`config.mk`:
```
export PLATFORM = sky130hd
export DESIGN_NAME = tff_bank_counter
export DESIGN_NICKNAME = d
export VERILOG_FILES = /design/src/rtl/tff_bank_pkg.sv /design/src/rtl/tff_bank_chk.sv /design/src/rtl/tff_cell.sv /design/src/rtl/tff_bank_counter.sv
export SDC_FILE = /design/constraint.sdc
export NUM_CORES = 1
export LEC_CHECK = 0
export CORE_ASPECT_RATIO = 0.75
export CORE_MARGIN = 2
export CORE_UTILIZATION = 40
export DETAILED_ROUTE_END_ITERATION = 8
export GPL_ROUTABILITY_DRIVEN = 0
export HOLD_SLACK_MARGIN = 0.08
export PLACE_DENSITY = 0.73
export SKIP_CTS_REPAIR_TIMING = 1
export SYNTH_ARGS = -nofsm -noshare
export SYNTH_HDL_FRONTEND = slang
export SYNTH_SLANG_ARGS = --single-unit
```
`constraint.sdc`:
```
create_clock -name clk -period 3.1 [get_ports clk]
set_input_delay 0.465 -clock clk [delete_from_list [all_inputs] [get_ports clk]]
set_output_delay 0.465 -clock clk [all_outputs]
set_load 0.05 [all_outputs]
```
`src/rtl/tff_bank_pkg.sv`:
```
// Shared types for the T flip-flop bank counter: run-time mode encoding and its width.
package tff_bank_pkg;

  localparam int MODE_W = 2;

  typedef enum logic [MODE_W-1:0] {
    MODE_HOLD   = 2'b00,
    MODE_TOGGLE = 2'b01,
    MODE_UP     = 2'b10,
    MODE_DOWN   = 2'b11
  } tff_mode_t;

endpackage

```
`src/rtl/tff_bank_chk.sv`:
```
// Simulation checker for the bank counter: mode must be known whenever a step is enabled.
module tff_bank_chk
  import tff_bank_pkg::*;
(
  input logic              clk,
  input logic              rst_n,
  input logic              en,
  input logic [MODE_W-1:0] mode
);

  a_mode_known: assert property (@(posedge clk) disable iff (!rst_n) en |-> !$isunknown(mode))
    else $error("tff_bank_chk: mode is X/Z while en=1");

endmodule

```
`src/rtl/tff_cell.sv`:
```
// Single T flip-flop with async reset to a per-instance value and a synchronous load that beats t.
module tff_cell (
  input  logic clk,
  input  logic rst_n,
  input  logic rst_val,
  input  logic ld,
  input  logic ld_d,
  input  logic t,
  output logic q
);

  logic q_r;

  always_ff @(posedge clk or negedge rst_n) begin
    if (!rst_n) begin
      q_r <= rst_val;
    end else if (ld) begin
      q_r <= ld_d;
    end else if (t) begin
      q_r <= ~q_r;
    end else begin
      q_r <= q_r;
    end
  end

  assign q = q_r;

endmodule

```
`src/rtl/tff_bank_counter.sv`:
```
// WIDTH-bit bank of T cells: hold, per-bit toggle, up or down count via a carry/borrow T-chain.
// Optional macro TFF_BANK_SAT_EN makes counting saturate at the terminal value instead of wrapping.
module tff_bank_counter
  import tff_bank_pkg::*;
#(
  parameter int               WIDTH   = 8,
  parameter logic [WIDTH-1:0] RST_VAL = {WIDTH{1'b0}}
) (
  input  logic             clk,
  input  logic             rst_n,
  input  logic             en,
  input  tff_mode_t        mode,
  input  logic [WIDTH-1:0] t_in,
  input  logic             load,
  input  logic [WIDTH-1:0] load_val,
  output logic [WIDTH-1:0] q,
  output logic             tc,
  output logic             tc_evt
);

  logic [WIDTH-1:0] q_s;
  logic [WIDTH-1:0] carry_s;
  logic [WIDTH-1:0] borrow_s;
  logic [WIDTH-1:0] t_vec_s;
  logic [WIDTH-1:0] t_cell_s;
  logic             count_s;
  logic             tc_s;
  logic             tc_evt_r;

  // T[i] is the AND of all lower bits (up) or of all lower inverted bits (down).
  always_comb begin
    carry_s     = {WIDTH{1'b0}};
    borrow_s    = {WIDTH{1'b0}};
    carry_s[0]  = 1'b1;
    borrow_s[0] = 1'b1;
    for (int i = 1; i < WIDTH; i++) begin
      carry_s[i]  = carry_s[i-1] & q_s[i-1];
      borrow_s[i] = borrow_s[i-1] & ~q_s[i-1];
    end
  end

  always_comb begin
    t_vec_s = {WIDTH{1'b0}};
    count_s = 1'b0;
    tc_s    = 1'b0;
    case (mode)
      MODE_TOGGLE: begin
        t_vec_s = t_in;
      end
      MODE_UP: begin
        t_vec_s = carry_s;
        count_s = 1'b1;
        tc_s    = &q_s;
      end
      MODE_DOWN: begin
        t_vec_s = borrow_s;
        count_s = 1'b1;
        tc_s    = ~|q_s;
      end
      default: begin
        t_vec_s = {WIDTH{1'b0}};
      end
    endcase
  end

  always_comb begin
    t_cell_s = {WIDTH{1'b0}};
    if (!en) begin
      t_cell_s = {WIDTH{1'b0}};
`ifdef TFF_BANK_SAT_EN
    end else if (count_s && tc_s) begin
      t_cell_s = {WIDTH{1'b0}};
`endif
    end else begin
      t_cell_s = t_vec_s;
    end
  end

  for (genvar g = 0; g < WIDTH; g++) begin : g_cell
    tff_cell u_cell (
      .clk     (clk),
      .rst_n   (rst_n),
      .rst_val (RST_VAL[g]),
      .ld      (load),
      .ld_d    (load_val[g]),
      .t       (t_cell_s[g]),
      .q       (q_s[g])
    );
  end

  // Pulse on every counting step taken at terminal count (the wrap, or a blocked step when saturating).
  always_ff @(posedge clk or negedge rst_n) begin
    if (!rst_n) begin
      tc_evt_r <= 1'b0;
    end else if (load) begin
      tc_evt_r <= 1'b0;
    end else if (en && count_s && tc_s) begin
      tc_evt_r <= 1'b1;
    end else begin
      tc_evt_r <= 1'b0;
    end
  end

  tff_bank_chk u_chk (
    .clk   (clk),
    .rst_n (rst_n),
    .en    (en),
    .mode  (mode)
  );

  assign q      = q_s;
  assign tc     = tc_s;
  assign tc_evt = tc_evt_r;

endmodule

```
### Word level (Yosys, flattened, before mapping)

Index checks and enable logic that the tools add are counted.

| word-level totals | value |
|---|---|
| register bits | 9 |
| output and inout port bits | 10 |
| logic and storage cells | 68 |

| cells by class | value |
|---|---|
| equality and inequality tests | 3 |
| muxes and demuxes | 22 |
| bitwise logic cells | 20 |
| reduce and logical (&&, ||, !) cells | 14 |

Operators with widths:

| cell | count |
|---|---|
| $pmux 8 s3 | 1 |
| $mux 1 | 19 |
| $reduce_bool 2->1 | 8 |
| $and 1x1->1 | 12 |
| $mux 8 | 1 |
| $not 1->1 | 8 |
| $reduce_and 8->1 | 1 |
| $reduce_or 8->1 | 1 |
| $eq 2x2->1 const B | 2 |
| $eq 2x1->1 const B | 1 |
| $logic_and 1x1->1 | 2 |
| $pmux 1 s2 | 1 |
| $reduce_or 2->1 | 1 |
| $logic_not 1->1 | 1 |

### Depth between registers and ports, before layout

Gate-level depths: netlist of run 1.

| depth | value |
|---|---|
| depth after elaboration | 11 |
| mapped depth | 6 |
| gate-level depth less buffers | 4 |

### Worst setup path after synthesis of run 1

OpenSTA, ideal clock, no wires.

| path | value |
|---|---|
| path kind | register to output |
| start | register g_cell[0].u_cell.q_r |
| end | output port tc |
| arrival | 2.601 ns |
| data required time | 2.635 ns |
| setup slack | 0.034 ns |
| cell stages (with the launch flop) | 6 |
| cells stage by stage | dfrtp_1 -> buf_6 -> or4b_4 -> or3_4 -> or4_4 -> a21oi_1 |

| on the way | value |
|---|---|
| longest elaborated chain between the ends | 3 |
| elaborated cells on any way between the ends | 4 |
| classes of those cells | 1 x mux; 3 x reduce/logical |

Ends and longest elaborated chain:

| what | line | text |
|---|---|---|
| start, declared | tff_cell.sv:12 | `logic q_r;` |
| start signal, assigned | tff_cell.sv:16 | `q_r <= rst_val;` |
| start signal, assigned | tff_cell.sv:18 | `q_r <= ld_d;` |
| start signal, assigned | tff_cell.sv:20 | `q_r <= ~q_r;` |
| $reduce_or 8->1 | tff_bank_counter.sv:58 | `tc_s = ~\|q_s;` |
| $logic_not 1->1 | tff_bank_counter.sv:58 |  |
| $pmux 1 s2 * | tff_bank_counter.sv:46 | `case (mode)` |
| end, declared | tff_bank_counter.sv:17 | `output logic tc,` |

Every way passes the cells marked *; elsewhere a longest branch is shown, timed or not.

### Worst setup path in the final report of run 1

| path | value |
|---|---|
| start | input port mode[0] |
| end | output port tc |

| on the way | value |
|---|---|
| longest elaborated chain between the ends | 2 |
| elaborated cells on any way between the ends | 3 |
| classes of those cells | 2 x eq/ne; 1 x mux |

Ends and longest elaborated chain:

| what | line | text |
|---|---|---|
| start, declared | tff_bank_counter.sv:12 | `input tff_mode_t mode,` |
| $eq 2x2->1 | tff_bank_counter.sv:46 |  |
| $pmux 1 s2 * | tff_bank_counter.sv:46 |  |

Marked as above.

==> impl_results.md, run 1 <==
* Largest net degree at the start of global routing at 19
* Seq/Total Area, Yosys at 25.8%
* Status: complete, no violations
* Clock Tree Root: clkbuf_4
* Period utilization at 97.4%
* Drt first pass iters at 4
* Clock Skews at 0.00171 ns
* Final Hold Fails at 0
* Count leader, synth: nand2_1
* Max-cap violations at 0
* Crit-path max FO at 2
* Layout cells sized above 1 at 15.0%
* Crit-path leading delay family: simple AND/OR/NAND/NOR gates
* Leak at 0.000460 uW
* Die Height at 44.5 um
* Synth Net Count at 130
* Achievable Freq at 331 MHz
* Total grt overflow at 0
* Clk slew on worst S/H paths at 0.06 ns
* Dominant synthesized flop cell: dfrtp_1
* Nets at 156
* Num ports at 32
* EDFF count, synth at 0
* Syn_area_per_cell at 8.10 sq um
* Least-Margin Pin Slew at 0.630 ns
* Die area at 0.00258 sq mm
* Via Count at 934
* Asr flop ratio synth at 100%
* Initial core utilization at 43.0%
* HP Class: primary input to async pin
* Startpoint types: primary input
* Crit-path cells: clkdlybuf4s50_1 > or4b_4 > or3_4 > or4_4 > a21oi_2 > buf_12
* Synth Instances at 108
* Netlist cell types at 43
* CTS max path bufs at 2
* Synth Cell Area at 875 sq um
* 1st-iter DRT viols at 23
* Worst path max stage delay at 0.48 ns
* Kind of critical path: primary input to output pin
* Worst skew pair latency at 0.27 ns
* First-pass GRT wire length at 3720 um
* CP arrival at 2.55 ns
* Pwr/cell area at 379 mW/mm^2
* DR WL/cell at 14.5 um
* CTS Buf Count at 3
* Core Box Area at 0.00203 sq mm
* DRT Wirelength at 2270 um
* Post-route minimum period at 3.02 ns
* Fin. max-slew vios at 0
* Post-synth top cells: nand2_1, buf_4, dfrtp_1
* Setup TNS at 0 ns
* Slowest stage cell, crit path: clkdlybuf4s50_1
* Total track usage at 19.4%
* Initial antenna violation count at 0
* CTS tree: done
* DRT antenna net count at 0
* H-tree depth at 1
* Input/output buffers at 31
* Final Setup Violations at 0
* Die W at 58.0 um
* Inserted Diodes at 0
* Final total power at 451 uW
* Final HPWL DP at 1750 um
* Worst Path Required at 2.63 ns
* Area grow syn2layout at 36.2%
* YS warnings at 0
* Top post-synthesis cells by area: dfrtp_1, buf_4, nand2_1, a21oi_1, nand3_1
* Vias in the first global route at 815
* Register bit total from synthesis at 9
* Row count at 14
* Worst vdd ir at 0.000258 V
* Synth area leader: dfrtp_1
* Vias per inst at 5.95
* Worst setup EP type: output pin
* Buffers & Inverters on Critical Path at 2
* Worst rel slew slack at 57.8%
* Top-area cell type share of the netlist area at 25.8%
* Residual DRC at 0
* Clock Sinks at 9
* RSZ-0062 raised after global routing: false
==> through the flow <==
step                setup WS (ns)  hold slack, ns  utilization [%]  instance area (sq um)  instances
detailed placement         0.0228           0.669             57.1                   1160        153
global placement           0.0285           0.650             57.1                   1160        153
floorplan                  0.0336           0.169                -                    875        108
finish                     0.0818           0.515             58.6                   1190        157
CTS                        0.0156           0.528             58.4                   1190        157
global route               0.0267           0.539             58.6                   1190        157
==> logic make-up (layout without fill, tap and decap cells) <==
group / Yosys count / count (layout) / share of synthesized area [%]
compound gates: 26 / 26 / 20.7
simple gates: 50 / 50 / 35.5
mux: 2 / 2 / 2.57
flops: 9 / 9 / 25.8
buf+inv: 18 / 43 / 12.4
xor+xnor: 3 / 3 / 3.00
==> cell type report <==
class                           count  area, sq um
Sequential cell                     9          225
Fill cell                         201          841
Clock buffer                        4         26.3
Tap cell                           24         30.0
Multi-Input combinational cell     81          544
Timing Repair Buffer               35          350
Inverter                            4         15.0
==> final timing paths <==
path                            cells past startpoint                from                 end  slack, ns
max in group asynchronous                           1               rst_n              tc_evt       2.27
worst max-delay path                                6             mode[0]                  tc       0.08
min in group clk                                    3  g_cell[4].u_cell.q  g_cell[4].u_cell.q       0.68
worst max register to register                      4  g_cell[0].u_cell.q              tc_evt       0.82
worst min register to register                      3  g_cell[4].u_cell.q  g_cell[4].u_cell.q       0.68
worst min-delay path                                1               rst_n  g_cell[0].u_cell.q       0.51
==> cells in the final DEF (no fill, tap or decap), drive strengths merged, types with 3 or more instances in the layout <==
cell,Yosys,routed
a21oi,7,7
and2,4,4
buf,10,5
clkbuf,4,4
clkdlybuf4s50,0,30
dfrtp,9,9
inv,4,4
nand2,10,10
nand2b,3,3
nand3,7,7
nand4,5,5
nor2,4,4
o21ai,6,6
or3b,3,3
==> power by group <==
part / switching (uW) / internal, uW
Combinational: 107 / 87.6
Clock: 45.0 / 49.9
Sequential: 29.4 / 132
==> worst reg2reg max path, stage by stage, from the launching register on <==
cell       delay [ns]
dfrtp_1          0.47
or4b_4           0.55
or3_4            0.35
or4_4            0.44
a2111oi_2        0.36
==> sequential cells by signal, indices dropped and copies added (netlist names) <==
| signal | cells |
|---|---|
| tc_evt | 1 |
| g_cell.u_cell.q | 8 |
==> metal layers <==
layer	part of all wire, %	vias up	track usage (%)
met4	0.75	0	5.58
met3	9.0	5	5.56
met1	44	437	24.8
met2	46	41	32.3
met5	0	-	0
li1	-	451	-
Note: power is estimated with default switching activity, not from simulation.
==> inputs of run 2 (changes only) <==
Settings changed: DONT_BUFFER_PORTS from default to 1, PLACE_DENSITY 0.73 to default, RECOVER_POWER from default to 100.
==> run 2 against run 1 <==
Compared with the run above: final cell count shrank 18%; core utilization is 16 points lower; highest routed layer unchanged; first-iteration DRC count is 4.3% higher; critical path type is now flop to output pin.
==> impl_results.md, run 2 (same netlist as run 1, synthesis figures left out) <==
* Worst vdd ir at 0.000249 V (-3.4%)
* Clock Sinks at 9 (unchanged)
* Pwr/cell area at 447 mW/mm^2 (+18%)
* 1st-iter DRT viols at 24 (+4.3%)
* Crit-path max FO at 7 (+5)
* Residual DRC at 0 (unchanged)
* Clock Tree Root: clkbuf_4
* CP arrival at 2.36 ns (-0.19 ns)
* Row count at 14 (unchanged)
* FILL cells at 212 (+5.5%)
* CTS tree: done
* Final HPWL DP at 1650 um (-6.0%)
* Clock share of power at 24.2% (+3.2 points)
* Initial core utilization at 43.0% (unchanged)
* Design area at 863 sq um (-28%)
* Reg2Reg Setup Slack at 0.77 ns (-0.05 ns)
* DRT antenna net count at 0 (unchanged)
* Startpoint types: flop
* H-tree depth at 1 (unchanged)
* Core Box Area at 0.00203 sq mm (unchanged)
* Period utilization at 91.2% (-6.2 points)
* Clock Skews at 0.00377 ns (+0.00206 ns)
* Nets at 127 (-19%)
* Switching share of power at 42.2% (+1.9 points)
* Psw at 163 uW (-10%)
* Post-route minimum period at 2.83 ns (-0.192 ns)
* Total track usage at 16.8% (-2.6 points)
* Inserted Diodes at 0 (unchanged)
* Final Setup Violations at 0 (unchanged)
* Layout cells sized above 1 at 13.5% (-1.6 points)
* Internal power at 223 uW (-17%)
* Achievable Freq at 354 MHz (+6.8%)
* Placed instance area at 848 sq um (-27%)
* Footprint of the multi-input gates at 534 sq um (-1.8%)
* Drt first pass iters at 4 (unchanged)
* DR WL/cell at 16.1 um (+11%)
* RSZ-0062 raised after global routing: false
* Die W at 58.0 um (unchanged)
* Area grow syn2layout at -1.29%
* CTS Buf Count at 3 (unchanged)
* Max-cap violations at 0 (unchanged)
* Total grt overflow at 0 (unchanged)
* Clk slew on worst S/H paths at 0.06 ns (about the same)
* CTS max path bufs at 2 (unchanged)
* Largest net degree at the start of global routing at 19 (unchanged)
* Die area at 0.00258 sq mm (unchanged)
* DRT Wirelength at 2060 um (-9.3%)
* Most frequent cells in the layout: nand2_1, dfrtp_1, a21oi_1, nand3_1, o21ai_0
* Kind of critical path: flop to output pin
* Num ports at 32 (unchanged)
* Least-Margin Pin Slew at 0.901 ns (+0.271 ns)
* Die Height at 44.5 um (unchanged)
* Fin. max-slew vios at 0 (unchanged)
* Worst rel slew slack at 39.9% (-18 points)
* First-pass GRT wire length at 3270 um (-12%)
* Input/output buffers at 0 (-100%)
* Final Hold Fails at 0 (unchanged)
* HP Class: primary input to flop
* Fin util at 42.5% (-16 points)
* Worst setup EP type: output pin
* Most common cell after layout, fill and taps aside: nand2_1
* Reg area at 225 sq um (unchanged)
* Vias per inst at 6.19 (+4.0%)
* Worst Path Required at 2.63 ns (about the same)
* Vias in the first global route at 687 (-16%)
* Leak at 0.000331 uW (-28%)
* Via Count at 792 (-15%)
* Setup TNS at 0 ns (unchanged)
* Status: complete, no violations
* Flop pwr share at 44.6% (+8.8 points)
* Largest register FFs at 8 (unchanged)
* Initial antenna violation count at 0 (unchanged)
* Combinational Power Share at 31.2% (-12 points)
* Worst skew pair latency at 0.27 ns (about the same)
## run 2: cell count changes in the layout (fill, tap and decap cells not counted), sizes merged
| cell | previous run | this run |
|---|---|---|
| clkdlybuf4s50 | 30 | 0 |
| buf | 5 | 1 |
| clkbuf | 4 | 8 |
| dlygate4sd3 | 0 | 1 |
## run 2: cell type report
type                    count  area share, %
multi-input cells          81           61.9
repair buffers              6           3.77
well taps                  24           3.48
flip-flops and latches      9           26.1
inverters                   4           1.74
clock buffers               4           3.04
## run 2: worst max-delay path, stage by stage, from the launching register on
cell and delay [ns]:
dfrtp_1 0.34, clkbuf_1 0.68, and4b_1 0.38, and2_0 0.17, nand4_1 0.13, a21oi_1 0.18
buf_4 0.21
## run 2: through the flow
| step | setup slack (ns) | hold WS (ns) | instances | power [uW] |
|---|---|---|---|---|
| 4_1_cts | 0.261 | -0.116 | 127 | 393 |
| 2_1_floorplan | 0.0336 | 0.169 | 108 | 302 |
| 5_1_grt | 0.148 | 0.280 | 128 | 408 |
| 6_report | 0.273 | 0.285 | 128 | 386 |
| 3_5_place_dp | 0.533 | 0.170 | 123 | 300 |
| 3_3_place_gp | 0.555 | 0.170 | 123 | 297 |
## run 2: layer usage
| layer | global-route usage [%] | wire length, um | share of wire [%] |
|---|---|---|---|
| met5 | 0 | 0 | 0 |
| met2 | 26.4 | 908 | 44 |
| met1 | 21.1 | 956 | 46 |
| met4 | 4.19 | 12 | 0.58 |
| met3 | 7.89 | 181 | 8.8 |
## run 2: worst paths after layout
path | startpoint | endpoint | cells after the start
max reg2reg | g_cell[1].u_cell.q | tc_evt | 4
min reg2reg | g_cell[3].u_cell.q | tc_evt | 3
min | load | tc_evt | 1
min in group asynchronous | rst_n | g_cell[3].u_cell.q | 1
max in group asynchronous | rst_n | g_cell[7].u_cell.q | 1
max | g_cell[0].u_cell.q | tc | 6
## run 2: power by group through the flow
stage	Combinational (uW)	Sequential [uW]	Clock (uW)
floorplan	153	149	0
global placement	123	175	0
detailed placement	125	175	0
CTS	125	172	95.3
global route	132	175	101
finish	121	172	93.4
